===== src/rtl/pla_sop_engine.sv =====
// Programmable AND/OR (or AND/XOR) plane evaluator.
// Two-stage valid/ready pipeline; term table written only when the pipeline is empty.
module pla_sop_engine #(
  parameter int N_IN   = 8,
  parameter int N_TERM = 16,
  parameter int N_OUT  = 4,
  localparam int IW    = $clog2(N_TERM)
) (
  input  logic              clk,
  input  logic              rst_n,
  input  logic              cfg_we,
  input  logic [IW-1:0]     cfg_idx,
  input  logic [N_IN-1:0]   cfg_mask,
  input  logic [N_IN-1:0]   cfg_val,
  input  logic [N_OUT-1:0]  cfg_out,
  input  logic              cfg_xor,
  output logic              cfg_ready,
  input  logic              in_valid,
  output logic              in_ready,
  input  logic [N_IN-1:0]   in_x,
  output logic              out_valid,
  input  logic              out_ready,
  output logic [N_OUT-1:0]  out_y,
  output logic              busy
);

  logic [N_IN-1:0]   mask_q [N_TERM];
  logic [N_IN-1:0]   val_q  [N_TERM];
  logic [N_OUT-1:0]  out_q  [N_TERM];
  logic              xor_q;

  logic              s1_valid;
  logic [N_TERM-1:0] s1_hit;
  logic              s2_valid;
  logic [N_OUT-1:0]  s2_y;

  logic              s1_adv;
  logic              s2_adv;
  logic              in_fire;
  logic              cfg_fire;
  logic [N_TERM-1:0] hit;
  logic [N_TERM-1:0] col [N_OUT];
  logic [N_OUT-1:0]  y_next;

  assign s2_adv    = !s2_valid || out_ready;
  assign s1_adv    = !s1_valid || s2_adv;
  assign in_ready  = rst_n && s1_adv && !cfg_we;
  assign cfg_ready = rst_n && !s1_valid && !s2_valid;
  assign in_fire   = in_valid && in_ready;
  assign cfg_fire  = cfg_we && cfg_ready;
  assign busy      = s1_valid || s2_valid;
  assign out_valid = s2_valid;
  assign out_y     = s2_y;

  // AND-plane: uncared inputs are forced to match.
  always_comb begin
    hit = '0;
    for (int t = 0; t < N_TERM; t++) begin
      hit[t] = &((in_x ~^ val_q[t]) | ~mask_q[t]);
    end
  end

  always_comb begin
    col    = '{default: '0};
    y_next = '0;
    for (int j = 0; j < N_OUT; j++) begin
      for (int t = 0; t < N_TERM; t++) begin
        col[j][t] = out_q[t][j] && s1_hit[t];
      end
      y_next[j] = xor_q ? ^col[j] : |col[j];
    end
  end

  always_ff @(posedge clk or negedge rst_n) begin
    if (!rst_n) begin
      for (int t = 0; t < N_TERM; t++) begin
        mask_q[t] <= '0;
        val_q[t]  <= '0;
        out_q[t]  <= '0;
      end
      xor_q <= 1'b0;
    end else if (cfg_fire) begin
      mask_q[cfg_idx] <= cfg_mask;
      val_q[cfg_idx]  <= cfg_val;
      out_q[cfg_idx]  <= cfg_out;
      xor_q           <= cfg_xor;
    end
  end

  always_ff @(posedge clk or negedge rst_n) begin
    if (!rst_n) begin
      s1_valid <= 1'b0;
      s1_hit   <= '0;
      s2_valid <= 1'b0;
      s2_y     <= '0;
    end else begin
      if (s1_adv) begin
        s1_valid <= in_fire;
        if (in_fire) s1_hit <= hit;
      end
      if (s2_adv) begin
        s2_valid <= s1_valid;
        if (s1_valid) s2_y <= y_next;
      end
    end
  end

endmodule


===== config.mk =====
export PLATFORM = sky130hd
export DESIGN_NAME = pla_sop_engine
export DESIGN_NICKNAME = d
export VERILOG_FILES = /design/src/rtl/pla_sop_engine.sv
export SDC_FILE = /design/constraint.sdc
export NUM_CORES = 1
export LEC_CHECK = 0
export ABC_AREA = 0
export BUFFER_PORTS_ARGS = -buffer_cell sky130_fd_sc_hd__buf_2
export CORE_MARGIN = 5
export CORE_UTILIZATION = 30
export DETAILED_ROUTE_END_ITERATION = 12
export HOLD_SLACK_MARGIN = 0.02
export PLACE_DENSITY = 0.42
export REMOVE_ABC_BUFFERS = 1
export SYNTH_ARGS = -nofsm -noshare
export SYNTH_HDL_FRONTEND = slang
export SYNTH_SLANG_ARGS = --single-unit

===== constraint.sdc =====
create_clock -name clk -period 1.7 [get_ports clk]
set_input_delay 0.17 -clock clk [delete_from_list [all_inputs] [get_ports clk]]
set_output_delay 0.17 -clock clk [all_outputs]
set_load 0.02 [all_outputs]

### Word-level counts from Yosys, hierarchy flattened

Index checks and enable logic that the tools add are counted.

* output and inout port bits: 8
* input port bits: 38
* bits in latches: 0
* flip-flop bits (word level): 343
* memories: 0
* bits in read-only memories: 0
* RAM bits: 0

* multiply operators: 0
* add/subtract/negate cells: 0
* div/mod/pow operators: 0
* shift operators: 0
* bitwise gates (word level): 49
* reductions and logical operators: 103
* $lt $le $gt $ge: 2
* multiplexer cells: 11
* equality and inequality tests: 0

Operators by type and width (count)
* bitwise mux 128 bit: 2
* inverter 8 bit: 16
* OR 8 bit: 16
* AND reduction 8 bit: 16
* bitwise XNOR 8 bit: 16
* logical AND 1 bit: 71
* bitwise mux 64 bit: 1
* OR reduction 16 bit: 4
* parity 16 bit: 4
* demux 8 bit (select 4 bit): 1
* demux 4 bit (select 4 bit): 1
* two-way mux 8 bit: 1
* >= comparator 5 bit (second input constant): 1
* less-than comparator 5 x 1 -> 1 bit (second input constant): 1
* inverter 4 -> 5 bit: 1
* two-way mux 1 bit: 4
* two-way mux 4 bit: 1
* AND reduction 2 bit: 2
* zero test 1 bit: 3
* logical OR 1 bit: 3

### Depth between registers and ports, before layout

Gate-level depths: netlist of run 1.

* word-level depth: 7
* depth in mapped cells: 6
* gate-level depth less buffers: 6

### Least setup slack after synthesis of run 1

No wires, ideal clock.

* path kind: register to register
* start point: register s2_valid, in the netlist out_valid
* end point: register s1_hit[10]
* setup slack: -0.374 ns
* library setup time: 0.079 ns
* data required time: 1.621 ns
* arrival time: 1.994 ns
* clock period less this slack: 2.074 ns
* cell stages (with the launch flop): 7
* path buffers: 2
* cell sequence: dfrtp_1 -> and3b_1 -> nor3b_1 -> and2_1 -> buf_4 -> buf_4 -> mux2i_1

* word-level cells in the longest chain between the ends: 7

Ends and longest elaborated chain
* from (decl): line 34 `logic s2_valid;`
* from (signal assigned): line 102 `s2_valid <= s1_valid;`
* zero test 1 bit: line 45 `assign s2_adv = !s2_valid || out_ready;`
* logical OR 1 bit: line 45
* logical OR 1 bit: line 46 `assign s1_adv = !s1_valid || s2_adv;`
* logical AND 1 bit (2 in a row): line 47 `assign in_ready = rst_n && s1_adv && !cfg_we;`
* net in_ready: line 19 `output logic in_ready,`
* logical AND 1 bit: line 49 `assign in_fire = in_valid && in_ready;`
* AND reduction 2 bit (no line)
* to (signal assigned): line 99 `if (in_fire) s1_hit <= hit;`
* to (decl): line 33 `logic [N_TERM-1:0] s1_hit;`

The timed path passes the listed nets, and every way through them passes these cells.
A chain may end at the register's enable or synchronous reset.

### Worst setup path in the final report of run 1

* start point: register s1_valid
* end point: register val_q[7] (netlist bit)

* word-level cells in the longest chain between the ends: 4

Ends and longest elaborated chain
* from (decl): line 32 `logic s1_valid;`
* from (signal assigned): line 98 `s1_valid <= in_fire;`
* zero test 1 bit: line 48 `assign cfg_ready = rst_n && !s1_valid && !s2_valid;`
* logical AND 1 bit (2 in a row): line 48
* logical AND 1 bit: line 50 `assign cfg_fire = cfg_we && cfg_ready;`
* to (signal, indexed assignment): line 84 `val_q[cfg_idx] <= cfg_val;`
* to (decl): line 28 `logic [N_IN-1:0] val_q [N_TERM];`

No other way between the ends.

==> results.tsv, run 1 <==
metric	value	unit
CTS Sinks	343	
fmax	506	MHz
min Tclk post-route	1980	ps
GR Overflow Total	0	
final instance area	0.0199	mm2
Synth area leaders	dfrtp_1 (54%), mux2_2 (21%), xor2_1 (7.1%), a22oi_1 (3.0%), ha_1 (2.5%)	
pin count of the biggest net entering global routing	156	
dpl ws	-237	ps
Slew Viols, Final	0	
Setup violations, final	282	
die width	240	um
iteration-0 DRC count of the detailed router	447	
total power	26000	uW
Filler cells	5016	
post-synth top area cell	dfrtp_1	
RePlAce Congestion	0.692	
GR Util All Layers	15.1	%
Seq/Total Area, Yosys	54.3	%
Post-Synth XOR/XNOR Area	8.64	%
share of layout cells above drive strength 1	45.4	%
worst setup margin	-278	ps
Slew headroom	39.1	%
Synth top area share	54.3	%
die footprint	0.0574	mm2
most common cell after layout, fill and taps aside	dfrtp_1	
CP Capture Type	flip-flop	
DRC viols	0	
area of the multi-input gates	0.00756	mm2
worst path required time	2130	ps
Setup crit start	s1_valid	
Root Driver	clkbuf_16	
outcome	finished with violations	
Skew-Pair Late Insertion Delay	550	ps
Hold Path Stages	4	
Hold Path Class	primary input to flip-flop	
mux cell area share after synthesis	24.3	%
DP Area	0.0172	mm2
CP arrival	2400	ps
HP Start	in_valid	
Adder-Cell Fraction of Synth Area	2.53	%
DRT Wirelength	45500	um
Worst Path Max Fanout	10	
Nets	1331	
period utilization	116	%
DR WL/cell	23.0	um
area delta synth->final	25.7	%
R2R cell count	6	
clk slew on worst S/H paths	60	ps
Die H	240	um
Detail Route Antenna Nets	0	
H-tree Lvls	2	
pwr/cell area	1310	mW/mm2
Hold Vio Cnt, Final	0	
Pre-Repair DR Iteration Count	5	
vias in the first global route	10000	
largest family of logic cells by synthesized area	multiplexers	
first-pass GRT wire length	65200	um
CTS max path bufs	3	
Total Neg Setup Slack	-50850	ps
CTS Buf Count	41	
number of distinct library cells after synthesis	33	
simple logic cell fraction of the synthesized area	4.34	%
RSZ-0062 raised after global routing	yes	
Seq. cell area	0.00860	mm2
Yosys reg bits	343	
Worst setup SP type	flip-flop	
Yosys Warn Count	0	
Initial Util	30.2	%
critical path class	flip-flop to flip-flop	
ANT cells	0	
LEAKAGE	0.00920	uW
Post-Syn Instances	1158	
worst slew pin tran	914	ps
failing checks	negative setup slack	
DR vias	9445	
Avg Cell Area, Syn	13.7	um2
Reg-to-Reg Start	s1_valid	
leading cell types in the layout, fill and taps excluded	dfrtp_1 (329), mux2_2 (246), xor2_1 (128)	
initial antenna violation count	1	
Port Buffers	45	
dpl hpwl	27000	um
core footprint	0.0523	mm2
Vias per Instance	4.78	
max-cap violations	0	
Layout Skew	20.9	ps
CTS tree	yes	
Final Core Density	38.0	%
Syn Std Cell Area	0.0158	mm2
total I/O pin count	46	
Synth Area in Compound Gates	3.26	%
Max rail drop VDD	0.000630	V
Std-Cell Rows	84	
==> stage by stage <==
step | hold slack [ps] | instances
2_1_floorplan | -126 | 1088
3_3_place_gp | 176 | 1872
3_5_place_dp | 175 | 1872
4_1_cts | 58.5 | 1953
5_1_grt | 96.1 | 1978
6_report | 102 | 1978
==> per-layer routing <==
layer	global-route usage, %	up-vias	share of wire, %
met5	0	-	0
met4	3.89	0	2.0
met2	23.5	122	44
met3	2.26	57	3.7
li1	-	4281	-
met1	22.1	4985	50
==> kinds of logic after synthesis <==
| kind of cell | Yosys count |
|---|---|
| AOI/OAI and AO/OA | 68 |
| xor gates and xnor gates | 156 |
| adders and majority gates | 32 |
| buffers and inverters | 87 |
| DFF | 343 |
| muxes | 336 |
| and+or+nand+nor | 136 |
==> what timing repair did <==
action	in CTS	in global routing
endpoints found under the hold margin	54	0
hold buffers	7	0
gates cloned	2	14
gates resized for setup	34	119
setup buffers	0	13
endpoints found under the setup margin	337	315
pin swaps	0	25
==> worst max-delay path, stage by stage, from the launching register on <==
cell,delay (ps)
dfrtp_1,400
and4bb_2,330
buf_4,110
and3_2,290
nand3_4,140
bufbuf_16,310
mux2_2,270
==> where the power goes <==
part           internal (uW)  switching, uW  total, uW
clock                   5130           3440       8570
sequential              9830           1160      11000
combinational           3490           2940       6430
total                  18500           7530      26000
==> sequential cells by signal, indices dropped and copies added, names as in the netlist <==
| name | cells |
|---|---|
| s1_valid | 1 |
| out_q | 64 |
| mask_q | 128 |
| out_valid | 1 |
| s1_hit | 16 |
| out_y | 4 |
| xor_q | 1 |
| val_q | 128 |
==> cells in the mapped netlist, drive strengths merged <==
cell type	n
inv	17
mux2i	16
nand4	24
xnor2	28
dfrtp	343
nor2b	3
nor2	6
and3	2
a22oi	64
or2	3
nor3	2
mux2	320
o221ai	4
nand4bb	1
and3b	1
clkbuf	28
xor2	128
nor4	1
nand2b	2
ha	32
nand2	82
or3	1
nor3b	4
nand3	2
and4bb	1
buf	42
and2	1
==> worst paths after layout <==
check,endpoint,slack (ps)
min in group asynchronous,out_q[32],280
worst max-delay path,val_q[7],-280
worst max register to register,val_q[7],-280
max in group asynchronous,out_y[0],220
worst min register to register,out_y[0],490
worst min-delay path,s1_hit[0],100
==> cell type report <==
class                   instances  area share (%)
multi-input cells             728            38.0
inverters                      17           0.321
well taps                     688            4.33
repair buffers                130            7.43
flip-flops and latches        343            43.3
clock inverters                11           0.428
clock buffers                  61            6.19
Note: power is estimated with default switching activity, not from simulation.
==> run 2: changes to the inputs <==
--- a/config.mk
+++ b/config.mk
@@ -11,7 +11,7 @@
 export CORE_UTILIZATION = 30
 export DETAILED_ROUTE_END_ITERATION = 12
 export HOLD_SLACK_MARGIN = 0.02
-export PLACE_DENSITY = 0.42
+export PLACE_DENSITY = 0.4
 export REMOVE_ABC_BUFFERS = 1
 export SYNTH_ARGS = -nofsm -noshare
 export SYNTH_HDL_FRONTEND = slang
==> constraint.sdc (replaced) <==
create_clock -name clk -period 2.1 [get_ports clk]
set_input_delay 0.21 -clock clk [delete_from_list [all_inputs] [get_ports clk]]
set_output_delay 0.21 -clock clk [all_outputs]
set_load 0.02 [all_outputs]
==> run 2 against run 1 <==
Net effect:
- the flow now finishes without violations
- sequential share of layout area rose by 3.0 points
- global-route usage fell by 0.070 points
- first-iteration DRC count fell by 12%
- non-clock buffer count fell by 35
- hold slack improved by 50 ps
- total power fell by 22%
- routed wire length fell by 7.6%
- count of clock-buffer cells in the layout rose by 6
- flip-flop and latch count did not move
- highest routed layer unchanged
==> results.tsv, run 2 (same netlist as run 1, synthesis figures left out) <==
metric	value	unit
initial antenna violation count	0	
min Tclk post-route	1940	ps
Slew Viols, Final	0	
CTS tree	yes	
Reg-to-Reg Start	out_valid	
worst path required time	2530	ps
cell breakdown of the critical path	buf_4 > and4bb_2 > and3_1 > nor2b_2 > buf_12 > mux2_2	
Final Non-Filler Cells	1947	
DR vias	9080	
crit-path max cell delay	380	ps
leading cell types in the layout, fill and taps excluded	dfrtp_1 (343), mux2_2 (300), xor2_1 (128)	
DR WL/cell	21.6	um
Pre-Repair DR Iteration Count	4	
DRT Wirelength	42100	um
Vias per Instance	4.66	
LEAKAGE	0.00866	uW
ANT cells	0	
Hold Path Stages	5	
Hold Path Class	primary input to flip-flop	
GR Util All Layers	15.0	%
share of layout cells above drive strength 1	39.1	%
vias in the first global route	9983	
CTS max path bufs	3	
r2r setup slk	160	ps
die width	240	um
Post-CTS Setup Repair Bufs	0	
GR Overflow Total	0	
area delta synth->final	17.2	%
Root Driver	clkbuf_16	
hold endpoint	xor_q	
reg2reg end	mask_q[36]	
# hold bufs at CTS	4	
DRC viols	0	
final instance area	0.0185	mm2
# resized after CTS	0	
critical path class	flip-flop to flip-flop	
CTS Buf Count	42	
Layout Skew	21.5	ps
dpl hpwl	27300	um
RSZ-0062 raised after global routing	no	
pwr/cell area	1100	mW/mm2
core footprint	0.0523	mm2
worst slew pin tran	916	ps
fmax	514	MHz
clk slew on worst S/H paths	50	ps
slowest CP cell	dfrtp_1	
outcome	finished, final reports clean	
first-pass GRT wire length	64600	um
placed insts	1867	
Die H	240	um
Worst Path Max Fanout	20	
max-cap violations	0	
Regs by FF count	mask_q (128), val_q (128), out_q (64)	
Max rail drop VDD	0.000464	V
Detail Route Antenna Nets	0	
R2R cell count	6	
Initial Util	30.2	%
Hold Vio Cnt, Final	0	
Setup violations, final	0	
period utilization	92.6	%
CTS Sinks	343	
Port Buffers	45	
pin count of the biggest net entering global routing	142	
Skew-Pair Late Insertion Delay	560	ps
Worst setup SP type	flip-flop	
Nets	1297	
die footprint	0.0574	mm2
iteration-0 DRC count of the detailed router	392	
HP Start	cfg_we	
most common cell after layout, fill and taps aside	dfrtp_1	
DP Area	0.0171	mm2
CP Capture Type	flip-flop	
total I/O pin count	46	
Std-Cell Rows	84	
CP arrival	2370	ps
Slew headroom	38.9	%
H-tree Lvls	2	
RePlAce Congestion	0.736	
[run 2: cell count changes in the layout (fill, tap and decap cells not counted), sizes merged]
cell         before  now
clkbuf           70   67
bufinv            1    0
buf             113   92
inv              17   18
bufbuf            2    0
dlygate4sd3       6    3
clkinvlp          2    0
[run 2: area by class of cell]
type | count | area, um2
Fill cell | 5140 | 33800
Sequential cell | 343 | 8580
Multi-Input combinational cell | 728 | 6830
Timing Repair Buffer | 95 | 818
Clock inverter | 9 | 48.8
Tap cell | 688 | 861
Inverter | 17 | 63.8
Clock buffer | 67 | 1330
[run 2: metal layers]
metal / part of all wire [%] / track usage, % / up-vias
li1: - / - / 4211
met1: 48 / 21.1 / 4726
met2: 47 / 24.4 / 87
met3: 2.6 / 2.35 / 56
met4: 2.0 / 3.86 / 0
met5: 0 / 0 / -
[run 2: where the power goes]
group / switching (uW) / internal [uW] / total [uW]
clock: 2840 / 4310 / 7140
combinational: 2150 / 2230 / 4380
sequential: 889 / 7930 / 8820
[run 2: worst max-delay path, delay by kind of cell, from the launching register on]
kind	cells	cell delay (ps)
simple gates	3	760
flops	1	380
mux	1	340
buf+inv	2	330
[run 2: worst max-delay path by stage]
stage,from,end,slack [ps]
floorplan,out_valid,mask_q[64],-1210
global placement,out_valid,val_q[36],180
detailed placement,out_valid,mask_q[37],150
CTS,s1_valid,in_ready,140
global route,s1_valid,in_ready,70
finish,out_valid,mask_q[36],160
[run 2: metrics by stage]
step / setup TNS (ps) / setup WS (ps) / hold WS, ps / util (%) / total power [uW]
2_1_floorplan: -68270 / -1210 / -85.6 / - / 11600
3_3_place_gp: 0 / 185 / 362 / 32.7 / 13400
3_5_place_dp: 0 / 152 / 354 / 32.7 / 13400
4_1_cts: 0 / 135 / 102 / 35.4 / 20800
5_1_grt: 0 / 66.9 / 148 / 35.4 / 21600
6_report: 0 / 156 / 152 / 35.4 / 20400
==> run 3: changes to the inputs <==
--- a/config.mk
+++ b/config.mk
@@ -6,10 +6,11 @@
 export NUM_CORES = 1
 export LEC_CHECK = 0
 export ABC_AREA = 0
-export BUFFER_PORTS_ARGS = -buffer_cell sky130_fd_sc_hd__buf_2
+export CAP_MARGIN = 20
 export CORE_MARGIN = 5
 export CORE_UTILIZATION = 30
 export DETAILED_ROUTE_END_ITERATION = 12
+export DONT_BUFFER_PORTS = 1
 export HOLD_SLACK_MARGIN = 0.02
 export PLACE_DENSITY = 0.4
 export REMOVE_ABC_BUFFERS = 1
==> run 3 against run 2 <==
Net effect:
- the run now ends with negative hold slack left
- register-to-register slack lost 80 ps
- core utilization shrank 0.76 points
- via count shrank 2.7%
- hold slack got worse by 770 ps
- flip-flop and latch count stayed put
- final cell count fell by 2.9%
- critical endpoint is now xor_q
==> results.tsv, run 3 (same netlist as run 1, synthesis figures left out) <==
metric	value	unit
DR vias	8835	
dpl ws	126	ps
Total Neg Setup Slack	0	ps
Port Buffers	0	
CTS Sinks	343	
Hold Vio Cnt, Final	343	
Slew headroom	11.0	%
failing checks	negative hold slack	
outcome	finished with violations	
Hold WS	-614	ps
Final Core Density	34.6	%
# resized after CTS	0	
R2R cell count	5	
Skew-Pair Late Insertion Delay	550	ps
DR WL/cell	22.1	um
Worst Path Max Fanout	3	
Initial Util	30.2	%
worst path required time	2570	ps
H-tree Lvls	2	
Die H	240	um
most common cell after layout, fill and taps aside	dfrtp_1	
dpl hpwl	25400	um
total I/O pin count	46	
share of layout cells above drive strength 1	34.2	%
Slew Viols, Final	0	
core footprint	0.0523	mm2
Root Driver	clkbuf_16	
Detail Route Antenna Nets	0	
pwr/cell area	1080	mW/mm2
RePlAce Congestion	0.730	
CTS max path bufs	3	
Pre-Repair DR Iteration Count	4	
vias in the first global route	9539	
routed length on met1	19200	um
min Tclk post-route	2020	ps
CTS tree	yes	
# hold bufs at CTS	24	
DR WL met2	20200	um
Layout Skew	14.8	ps
die footprint	0.0574	mm2
fmax	495	MHz
met3 wire length	1610	um
LEAKAGE	0.00835	uW
worst setup margin	79.5	ps
area delta synth->final	14.7	%
CP Capture Type	flip-flop	
Max Used Layer	met4	
ANT cells	0	
pin count of the biggest net entering global routing	348	
Regs by FF count	mask_q (128), val_q (128), out_q (64)	
initial antenna violation count	0	
max-cap violations	0	
r2r setup slk	80	ps
DRC viols	0	
first-pass GRT wire length	63300	um
Post-CTS Setup Repair Bufs	0	
critical path class	flip-flop to flip-flop	
leading cell types in the layout, fill and taps excluded	dfrtp_1 (343), mux2_2 (300), xor2_1 (128)	
Reg-to-Reg Start	out_valid	
Std-Cell Rows	84	
GR Util All Layers	14.7	%
Nets	1248	
Hold Path Class	primary input to asynchronous set/reset pin	
CTS Buf Count	41	
Worst setup SP type	flip-flop	
RSZ-0062 raised after global routing	no	
Max rail drop VDD	0.000401	V
iteration-0 DRC count of the detailed router	343	
die width	240	um
worst slew pin tran	1330	ps
Setup violations, final	0	
period utilization	96.2	%
GR Overflow Total	0	
DRT Wirelength	41900	um
reg2reg end	xor_q	
Setup crit start	out_valid	
clk slew on worst S/H paths	50	ps
Vias per Instance	4.67	
CP arrival	2490	ps
run 3: cell types whose count changed in the layout (fill, tap and decap cells not counted), sizes merged:
cell / delta
dlygate4sd3: +21
clkinv: -5
clkinvlp: +1
inv: +1
buf: -69
clkbuf: -5
run 3: routing by layer:
metal / vias to the layer above / track usage, %
li1: 4098 / -
met1: 4592 / 20.2
met2: 97 / 24.3
met3: 48 / 2.54
met4: 0 / 3.93
met5: - / 0
run 3: through the flow:
stage               hold slack, ps  area (um2)  total power, uW  std cells
floorplan                    -85.6       15500            11600       1088
global placement             -60.7       16600            12800       1799
detailed placement           -54.1       16600            12800       1799
CTS                           -655       18100            19900       1891
global route                  -655       18100            20700       1891
finish                        -614       18100            19500       1891
run 3: layout make-up:
cell class              count  area [um2]
inverters                  17        63.8
fillers                  5159       34200
repair buffers             47         551
clock buffers              62        1200
well taps                 688         861
clock inverters             6        40.0
flip-flops and latches    343        8580
multi-input cells         728        6830
run 3: worst max-delay path by stage:
stage,endpoint
floorplan,mask_q[64]
global placement,val_q[113]
detailed placement,mask_q[113]
CTS,out_q[59]
global route,xor_q
finish,xor_q
run 3: worst max-delay path: stages, from the launching register on:
cell,delay (ps)
dfrtp_1,390
and4bb_2,330
nand2_1,60
dlygate4sd3_1,560
nand2_1,70
dlygate4sd3_1,550
run 3: report_power, final:
group	internal [uW]	switching, uW	leakage (uW)	total, uW
clock	3930	2750	0.000611	6680
sequential	7930	947	0.00445	8880
combinational	2110	1840	0.00329	3950
total	14000	5530	0.00835	19500
